===== config.mk =====
export PLATFORM = sky130hd
export DESIGN_NAME = analog_seq_ctrl_flat
export DESIGN_NICKNAME = d
export VERILOG_FILES = /design/src/rtl/analog_seq_pkg.sv /design/src/rtl/analog_seq_ctrl_if.sv /design/src/rtl/analog_seq_ctrl_comp_sync.sv /design/src/rtl/analog_seq_ctrl.sv /design/src/flat_wrapper.sv
export SDC_FILE = /design/constraint.sdc
export NUM_CORES = 1
export LEC_CHECK = 0
export CORE_ASPECT_RATIO = 0.5
export CORE_MARGIN = 4
export CORE_UTILIZATION = 45
export DETAILED_ROUTE_END_ITERATION = 8
export PLACE_DENSITY = 0.66
export SYNTH_ARGS = -nofsm -noshare
export SYNTH_HDL_FRONTEND = slang
export SYNTH_HIERARCHICAL = 1
export SYNTH_SLANG_ARGS = --single-unit

===== constraint.sdc =====
create_clock -name clk -period 4.9 [get_ports clk]
set_clock_uncertainty 0.1 [all_clocks]
set_input_delay 1.47 -clock clk [delete_from_list [all_inputs] [get_ports clk]]
set_output_delay 1.47 -clock clk [all_outputs]
set_load 0.02 [all_outputs]

===== src/rtl/analog_seq_pkg.sv =====
// rtl/analog_seq_pkg.sv - shared defaults, state encoding and channel search helper
package analog_seq_pkg;

    localparam int BIAS_CYC_DEF = 16;
    localparam int SAMPLE_N_DEF = 8;

    // Sequencer state encoding
    typedef logic [2:0] state_t;
    localparam state_t ST_IDLE    = 3'd0;
    localparam state_t ST_BIAS_UP = 3'd1;
    localparam state_t ST_SETTLE  = 3'd2;
    localparam state_t ST_SAMPLE  = 3'd3;
    localparam state_t ST_DECIDE  = 3'd4;
    localparam state_t ST_DONE    = 3'd5;

    // Lowest enabled channel at or above 'from'; bit 2 set means none left
    function automatic logic [2:0] next_chan(input logic [3:0] mask, input logic [2:0] from);
        logic [2:0] res;
        res = 3'b100;
        for (int i = 3; i >= 0; i--) begin
            if (mask[i] && (3'(i) >= from)) begin
                res = 3'(i);
            end
        end
        return res;
    endfunction

endpackage


===== src/rtl/analog_seq_ctrl_if.sv =====
// rtl/analog_seq_ctrl_if.sv - host-side control/status interface of the sequencer
interface analog_seq_ctrl_if;
    logic       start;
    logic       abort;
    logic       ack;
    logic [3:0] chan_mask;
    logic [3:0] settle_cfg;
    logic [3:0] result;
    logic       busy;
    logic       done;

    modport master (
        output start, abort, ack, chan_mask, settle_cfg,
        input  result, busy, done
    );

    modport slave (
        input  start, abort, ack, chan_mask, settle_cfg,
        output result, busy, done
    );
endinterface


===== src/rtl/analog_seq_ctrl_comp_sync.sv =====
// rtl/analog_seq_ctrl_comp_sync.sv - two-flop synchronizer for the raw comparator output
module comp_sync (
    input  logic clk,
    input  logic rst_n,
    input  logic d_i,
    output logic q_o
);
    logic meta_q;
    logic sync_q;

    // Two back-to-back flops resolve metastability of the asynchronous input
    always_ff @(posedge clk or negedge rst_n) begin
        if (!rst_n) begin
            meta_q <= 1'b0;
            sync_q <= 1'b0;
        end else begin
            meta_q <= d_i;
            sync_q <= meta_q;
        end
    end

    assign q_o = sync_q;
endmodule


===== src/rtl/analog_seq_ctrl.sv =====
// rtl/analog_seq_ctrl.sv - bias/settle/sample/decide sequencer for a 4-channel comparator front end
module analog_seq_ctrl
    import analog_seq_pkg::*;
#(
    parameter int BIAS_CYC = BIAS_CYC_DEF,
    parameter int SAMPLE_N = SAMPLE_N_DEF
) (
    input  logic                    clk,
    input  logic                    rst_n,
    analog_seq_ctrl_if.slave        host,
    input  logic                    comp_in,
    output logic                    bias_en,
    output logic                    comp_en,
    output logic [1:0]              mux_sel,
    output logic                    latch_set,
    output logic                    latch_rst
);
    localparam int         CNT_W       = $clog2(SAMPLE_N) + 1;
    localparam logic [7:0] BIAS_LAST   = 8'(BIAS_CYC - 1);
    localparam logic [7:0] SAMPLE_LAST = 8'(SAMPLE_N - 1);

    state_t           state_q, state_d;
    logic [7:0]       tmr_q;
    logic [CNT_W-1:0] cnt_q;
    logic [3:0]       mask_q;
    logic [3:0]       settle_q;
    logic [3:0]       result_q;
    logic [1:0]       ch_q;
    logic             comp_s;
    logic             busy;
    logic             dec;
    logic [2:0]       from;
    logic [2:0]       nxt;

    comp_sync u_comp_sync (
        .clk   (clk),
        .rst_n (rst_n),
        .d_i   (comp_in),
        .q_o   (comp_s)
    );

    assign busy = (state_q == ST_BIAS_UP) || (state_q == ST_SETTLE) ||
                  (state_q == ST_SAMPLE)  || (state_q == ST_DECIDE);
    assign dec  = cnt_q > CNT_W'(SAMPLE_N / 2);
    // Leaving BIAS_UP searches from channel 0, leaving DECIDE from the one above
    assign from = (state_q == ST_BIAS_UP) ? 3'd0 : ({1'b0, ch_q} + 3'd1);
    assign nxt  = next_chan(mask_q, from);

    // Next-state selection; abort overrides everything outside IDLE
    always_comb begin
        state_d = state_q;
        case (state_q)
            ST_IDLE:    if (host.start && (host.chan_mask != 4'd0)) state_d = ST_BIAS_UP;
            ST_BIAS_UP: if (tmr_q == BIAS_LAST) state_d = ST_SETTLE;
            ST_SETTLE:  if (tmr_q == {4'd0, settle_q}) state_d = ST_SAMPLE;
            ST_SAMPLE:  if (tmr_q == SAMPLE_LAST) state_d = ST_DECIDE;
            ST_DECIDE:  state_d = nxt[2] ? ST_DONE : ST_SETTLE;
            ST_DONE:    if (host.ack) state_d = ST_IDLE;
            default:    state_d = ST_IDLE;
        endcase
        if ((state_q != ST_IDLE) && host.abort) begin
            state_d = ST_IDLE;
        end
    end

    // State, phase timer, sample counter, captured config, channel and result
    always_ff @(posedge clk or negedge rst_n) begin
        if (!rst_n) begin
            state_q  <= ST_IDLE;
            tmr_q    <= 8'd0;
            cnt_q    <= '0;
            mask_q   <= 4'd0;
            settle_q <= 4'd0;
            result_q <= 4'd0;
            ch_q     <= 2'd0;
        end else begin
            state_q <= state_d;
            tmr_q   <= (busy && (state_d == state_q)) ? tmr_q + 8'd1 : 8'd0;

            if ((state_d == ST_IDLE) || (state_q == ST_DECIDE)) begin
                cnt_q <= '0;
            end else if ((state_q == ST_SAMPLE) && comp_s) begin
                cnt_q <= cnt_q + CNT_W'(1);
            end

            if ((state_q == ST_IDLE) && (state_d == ST_BIAS_UP)) begin
                mask_q   <= host.chan_mask;
                settle_q <= host.settle_cfg;
                result_q <= 4'd0;
            end

            if ((state_q == ST_BIAS_UP) && (state_d == ST_SETTLE)) begin
                ch_q <= nxt[1:0];
            end

            if ((state_q == ST_DECIDE) && !host.abort) begin
                result_q[ch_q] <= dec;
                if (state_d == ST_SETTLE) begin
                    ch_q <= nxt[1:0];
                end
            end
        end
    end

    assign bias_en     = busy;
    assign comp_en     = (state_q == ST_SETTLE) || (state_q == ST_SAMPLE) || (state_q == ST_DECIDE);
    assign mux_sel     = ch_q;
    assign latch_rst   = (state_q == ST_BIAS_UP) && (tmr_q == 8'd0);
    assign latch_set   = (state_q == ST_DECIDE) && dec;
    assign host.result = result_q;
    assign host.busy   = busy;
    assign host.done   = (state_q == ST_DONE);
endmodule


===== src/flat_wrapper.sv =====
// flat-port wrapper written by rule: the top's interface ports become plain ports
module analog_seq_ctrl_flat import analog_seq_pkg::*;
#(
    parameter int BIAS_CYC = BIAS_CYC_DEF,
    parameter int SAMPLE_N = SAMPLE_N_DEF
)
  (clk, rst_n, comp_in, bias_en, comp_en, mux_sel, latch_set, latch_rst, host_start, host_abort, host_ack, host_chan_mask, host_settle_cfg, host_result, host_busy, host_done);
  analog_seq_ctrl_if host_i ();
  input  logic clk;
  input  logic rst_n;
  input  logic comp_in;
  output logic bias_en;
  output logic comp_en;
  output logic [1:0] mux_sel;
  output logic latch_set;
  output logic latch_rst;
  input wire logic [$bits(host_i.start)-1:0] host_start;
  input wire logic [$bits(host_i.abort)-1:0] host_abort;
  input wire logic [$bits(host_i.ack)-1:0] host_ack;
  input wire logic [$bits(host_i.chan_mask)-1:0] host_chan_mask;
  input wire logic [$bits(host_i.settle_cfg)-1:0] host_settle_cfg;
  output wire logic [$bits(host_i.result)-1:0] host_result;
  output wire logic [$bits(host_i.busy)-1:0] host_busy;
  output wire logic [$bits(host_i.done)-1:0] host_done;
  assign host_i.start = host_start;
  assign host_i.abort = host_abort;
  assign host_i.ack = host_ack;
  assign host_i.chan_mask = host_chan_mask;
  assign host_i.settle_cfg = host_settle_cfg;
  assign host_result = host_i.result;
  assign host_busy = host_i.busy;
  assign host_done = host_i.done;
  analog_seq_ctrl #(.BIAS_CYC(BIAS_CYC), .SAMPLE_N(SAMPLE_N)) u_core (.clk(clk), .rst_n(rst_n), .host(host_i), .comp_in(comp_in), .bias_en(bias_en), .comp_en(comp_en), .mux_sel(mux_sel), .latch_set(latch_set), .latch_rst(latch_rst));
endmodule

==> results.tsv, run 1 <==
metric	value	unit
Final Cycle Share	0.768	
min Tclk post-route	3.77	ns
CP endpoint kind	output port	
Critical Path, Cell by Cell	nor2_1 -> nand2_1 -> nor2_1 -> clkdlybuf4s50_1	
CP dominant cell by count	nor2_1	
drt drc	0	
Syn Area/Cell	8.58	µm²
sequential share of the synthesized area	0.373	
mean number of vias per cell	5.31	
DIE AREA	5830	µm²
CTS Buf Count	5	
Worst Path Required	3.33	ns
Reg2Reg Launch Point	u_core/mux_sel[0]	
number of setup violations in the final report	0	
hold_buf cts	0	
Reg2Reg Setup Slack	2.17	ns
top-count cell post-synth	nand2_1	
Min-Delay Startpoint	u_core/u_comp_sync/meta_q	
critical path's largest stage delay	0.62	ns
Antenna diodes	0	
Most Used Layer, Global Route	met2	
Nets	283	
die height	56.0	µm
global-route wire length before repair	7.97	mm
row cnt	17	
unrepaired setup endpoints after global routing	false	
Max-slew headroom	0.526	
DP Area	2330	µm²
Chip Width	104	µm
Yosys warnings	6	
Worst path top cell family by delay	simple AND/OR/NAND/NOR gates	
Top Ports	26	
nature of the critical path startpoint	flop	
share of cells above drive strength 1	0.103	
CTS clk-pin slew, worst paths	0.07	ns
HP Class	reg2reg	
CTS tree	built	
latest clock arrival within the worst-skew pair	0.28	ns
f_max	266	MHz
area grow syn2layout	18.7	%
CTS Root Cell	clkbuf_8	
GR Util All Layers	0.165	
grt total ovfl	0	
Detailed Route Iter0 Violations	77	
fin util	0.557	
clock tree sinks	31	
met1 Use GR	0.234	
Initial Utilization	0.469	
PD cells	420	nW/µm²
postcts setup bufs	0	
Syn Inst Count	242	
Synth Flop Type	dfrtp_1	
Finished Cell Area	2470	µm²
max-cap violations	0	
Post-DRT Antenna Nets	0	
H-tree Lvls	2	
wire length per cell	14.0	µm
vias in the first global route	1694	
dominant cells by area after synthesis	dfrtp_1, nand2_1, ha_1, nor2_1, nand3_1	
outcome	finished clean	
Setup TNS	0	ns
Crit Path Class	reg2out	
WP buf/inv	1	
slowest stage cell, crit path	clkdlybuf4s50_1	
#FFs+latches synth	31	
commonest cells in the netlist	nand2_1, dfrtp_1, nor2_1	
CP max FO	15	
share of the synthesized area in the top cell type	0.373	
final hold vios	0	
# fillers	404	
total power	0.00104	W
Synth Cell Area	2080	µm²
total leakage power	1.04	nW
fraction of registers with async set/reset	1.00	
Slew Limit Fails	0	
pin count of the biggest net entering global routing	32	
M3 GR Usage	0.0406	
grt met2 use	0.253	
# resized after CTS	0	
Vias	1693	
Post-synth EDFFs	0	
WL final	4.48	mm
DP Wirelength	3.29	mm
Netlist cell types	47	
Least-Margin Pin Slew	0.712	ns
Max VDD drop	0.177	mV
DRT Pass-1 Iters	4	
reg2reg path depth	8	
leading area contributor after synthesis	dfrtp_1	
antenna violations before repair	0	
Placer Congestion	0.863	
clk buf depth	2	
hold slack	0.255	ns
CP arrival	2.20	ns
Post-Synthesis Net Count	264	
# port buffers	25	
Worst Hold Endpoint	u_core/u_comp_sync/q_o	
Worst R2R End	u_core/tmr_q[3]	
Core Region	4420	µm²
Cells on Worst Hold Path	0	
[flip-flops by register name, summed over array words and instances (netlist names)]
| register | flops |
|---|---|
| u_core/cnt_q | 4 |
| u_core/mux_sel | 2 |
| u_core/settle_q | 4 |
| u_core/u_comp_sync/meta_q | 1 |
| u_core/tmr_q | 8 |
| u_core/mask_q | 4 |
| u_core/u_comp_sync/q_o | 1 |
| u_core/host.result | 4 |
| u_core/state_q | 3 |
[power by group]
group          leakage, nW  switching [W]  internal, W
combinational        0.562       0.000241     0.000154
sequential           0.412      0.0000433     0.000300
clock               0.0654      0.0000952     0.000203
[cell families (layout without fill, tap and decap cells)]
kind of cell	after synthesis	after routing	share of synthesized area
AO/OA/AOI/OAI	36	36	0.133
XOR/XNOR	14	14	0.0590
adder cells (fa/ha/maj)	8	8	0.0482
buffers and inverters	26	46	0.0584
flip-flops	31	31	0.373
multiplexers	5	5	0.0253
AND/OR/NAND/NOR	122	122	0.302
[layout by cell type (no fill, tap or decap), types with 8 or more instances in the layout]
cell type / count
nor2b_1: 9
o21ai_0: 8
nand2_1: 39
nand3_1: 14
clkdlybuf4s50_1: 25
dfrtp_1: 31
nand4_1: 11
ha_1: 8
inv_1: 11
nor2_1: 26
[stage by stage]
step	instances	setup WS (ns)
2_1_floorplan	242	1.67
3_3_place_gp	311	1.21
3_5_place_dp	311	1.15
4_1_cts	319	1.12
5_1_grt	319	0.995
6_report	319	1.13
[worst max-delay path by stage]
stage | start | to | slack (ns) | cells after the start
floorplan | host_chan_mask[1] | u_core/tmr_q[5] | 1.67 | 8
global route | u_core/state_q[1] | latch_set | 0.99 | 4
global placement | host_chan_mask[1] | u_core/tmr_q[2] | 1.21 | 7
CTS | u_core/state_q[1] | latch_set | 1.12 | 4
finish | u_core/state_q[1] | latch_set | 1.13 | 4
detailed placement | host_chan_mask[1] | u_core/tmr_q[3] | 1.15 | 7
[metal layers]
layer,share of wire,routed length (µm)
met5,0,0
met3,0.031,139
met4,0.0031,14
met1,0.51,2300
met2,0.45,2020
[layout make-up]
cell class                 count  area [µm²]  share of cell area
inverter                      11        41.3              0.0167
clock inverter                 2        60.1              0.0244
multi-input combinational    185        1180               0.478
clock buffer                   6        72.6              0.0294
sequential                    31         776               0.315
tap                           57        71.3              0.0289
timing repair buffer          27         265               0.108
Note: power is estimated with default switching activity, not from simulation.
==> run 2, diff against run 1 <==
==> constraint.sdc (replaced) <==
create_clock -name clk -period 3.9 [get_ports clk]
set_clock_uncertainty 0.1 [all_clocks]
set_input_delay 1.17 -clock clk [delete_from_list [all_inputs] [get_ports clk]]
set_output_delay 1.17 -clock clk [all_outputs]
set_load 0.02 [all_outputs]
==> run 2 against run 1 <==
Compared with the run above: total power increased by 22%; worst setup slack worse by 0.69 ns; sequential share of layout area rose by 0.19 points; utilization shrank 0.34 points; via count is 3.0% higher; clock-buffer cell count stayed put; sequential power increased by 24%; clock power increased by 11%; critical path depth is the same; wire length increased by 2.7%; sequential cell count unchanged; die area is the same; critical path type unchanged; critical endpoint unchanged; largest power group unchanged.
==> results.tsv, run 2 (same netlist as run 1, synthesis figures left out) <==
metric	value	unit	change
CTS tree	built		
most common cell after layout, fill and taps aside	nand2_1		
pin count of the biggest net entering global routing	32		unchanged
most frequent cells in the layout	nand2_1, dfrtp_1, nor2_1, clkdlybuf4s50_1, nand3_1		
max FFs per register	8		unchanged
die height	56.0	µm	unchanged
CP arrival	2.19	ns	about the same
footprint of the multi-input gates	1180	µm²	unchanged
number of setup violations in the final report	0		unchanged
Max-slew headroom	0.536		+0.0100
Core Region	4420	µm²	unchanged
Post-DRT Antenna Nets	0		unchanged
DP Wirelength	3.33	mm	+1.5%
postcts setup bufs	0		unchanged
antenna violations before repair	0		unchanged
hold_buf cts	0		unchanged
outcome	finished clean		
Top Ports	26		unchanged
Clock power frac	0.263		-0.025
combinational fraction of design power	0.399		+0.018
Least-Margin Pin Slew	0.697	ns	-0.0151 ns
# port buffers	25		unchanged
vias in the first global route	1660		-2.0%
mean number of vias per cell	5.47		+3.0%
grt total ovfl	0		unchanged
# resized after CTS	0		unchanged
Placer Congestion	0.848		-1.7%
unrepaired setup endpoints after global routing	false		
Crit Path Class	reg2out		
Cells on Worst Hold Path	0		unchanged
Final Cycle Share	0.887		
Setup TNS	0	ns	unchanged
Chip Width	104	µm	unchanged
Detailed Route Iter0 Violations	68		-12%
nature of the critical path startpoint	flop		
register area	776	µm²	unchanged
Max VDD drop	0.189	mV	+7.0%
Antenna diodes	0		unchanged
P_sw	0.000486	W	+28%
Finished Cell Area	2450	µm²	-0.61%
Nets	283		unchanged
critical path's largest stage delay	0.61	ns	about the same
clock tree sinks	31		unchanged
CP endpoint kind	output port		
Initial Utilization	0.469		unchanged
max-cap violations	0		unchanged
HP Class	reg2reg		
Top reg by flops	u_core/tmr_q		
drt drc	0		unchanged
min Tclk post-route	3.46	ns	
Slew Limit Fails	0		unchanged
wire length per cell	14.4	µm	+2.7%
GR Util All Layers	0.161		-0.00310
# fillers	409		+1.2%
global-route wire length before repair	7.71	mm	-3.2%
CP max FO	15		unchanged
final hold vios	0		unchanged
CTS clk-pin slew, worst paths	0.07	ns	about the same
slowest stage cell, crit path	clkdlybuf4s50_1		
area grow syn2layout	18.0	%	
Worst Path Required	2.63	ns	-0.70 ns
sequential share of power	0.338		+0.007
Sw Share	0.385		+0.0183
WL final	4.60	mm	+2.7%
P_int	0.000777	W	+18%
f_max	289	MHz	
H-tree Lvls	2		unchanged
Critical Path, Cell by Cell	nor2_1 -> nand2_1 -> nor2_1 -> clkdlybuf4s50_1		
clk buf depth	2		unchanged
total leakage power	1.04	nW	-0.41%
PD cells	515	nW/µm²	+23%
reg2reg path depth	8		unchanged
CP dominant cell by count	nor2_1		
DRT Pass-1 Iters	4		unchanged
latest clock arrival within the worst-skew pair	0.28	ns	about the same
share of cells above drive strength 1	0.107		+0.00382
DP Area	2330	µm²	unchanged
Inst Count DP	311		unchanged
DIE AREA	5830	µm²	unchanged
Vias	1744		+3.0%
CTS Buf Count	5		unchanged
row cnt	17		unchanged
CTS Root Cell	clkbuf_8		
fin cells	319		unchanged
[run 2: cell count changes in the layout (fill, tap and decap cells not counted), sizes merged]
cell and change:
clkinv +1, bufinv -1
[run 2: worst paths after layout]
check | slack, ns | from | to
setup / recovery | 0.44 | u_core/state_q[1] | latch_set
hold / removal | 0.25 | u_core/u_comp_sync/meta_q | u_core/u_comp_sync/q_o
setup reg to reg | 1.17 | u_core/mux_sel[0] | u_core/tmr_q[6]
hold reg to reg | 0.25 | u_core/u_comp_sync/meta_q | u_core/u_comp_sync/q_o
max in group asynchronous | 2.22 | rst_n | u_core/state_q[1]
min in group asynchronous | 1.17 | rst_n | u_core/tmr_q[3]
[run 2: power groups by stage]
stage / logic, W / registers, W / clock network, W
6_report: 0.000504 / 0.000426 / 0.000332
5_1_grt: 0.000555 / 0.000432 / 0.000350
4_1_cts: 0.000502 / 0.000425 / 0.000334
3_5_place_dp: 0.000501 / 0.000429 / 0
3_3_place_gp: 0.000489 / 0.000429 / 0
2_1_floorplan: 0.000404 / 0.000413 / 0
[run 2: stage by stage]
step,setup slack [ns],utilization,power [W],hold WS [ns]
final,0.440,0.554,0.00126,0.252
after global placement,0.507,0.527,0.000917,0.235
after floorplan,0.975,-,0.000817,0.231
after detailed placement,0.448,0.527,0.000930,0.238
after CTS,0.441,0.554,0.00126,0.253
after global routing,0.257,0.554,0.00134,0.273
[run 2: final cells by class]
type / instances / area share
clock buffer: 6 / 0.0337
clock inverter: 2 / 0.0143
inverter: 11 / 0.0168
multi-input combinational: 185 / 0.481
sequential: 31 / 0.316
tap: 57 / 0.0291
timing repair buffer: 27 / 0.108
[run 2: critical path, delay by kind of cell (launching register included)]
kind / cells / cell delay [ns]
flip-flops: 1 / 0.55
buffers and inverters: 1 / 0.61
AND/OR/NAND/NOR: 3 / 0.75
[run 2: layer usage]
| layer | share of wire | vias up | wire length, µm | GRT usage |
|---|---|---|---|---|
| li1 | - | 868 | - | - |
| met1 | 0.51 | 840 | 2360 | 0.228 |
| met2 | 0.45 | 34 | 2060 | 0.255 |
| met3 | 0.036 | 2 | 166 | 0.0359 |
| met4 | 0.0030 | 0 | 14 | 0.0341 |
| met5 | 0 | - | 0 | 0 |
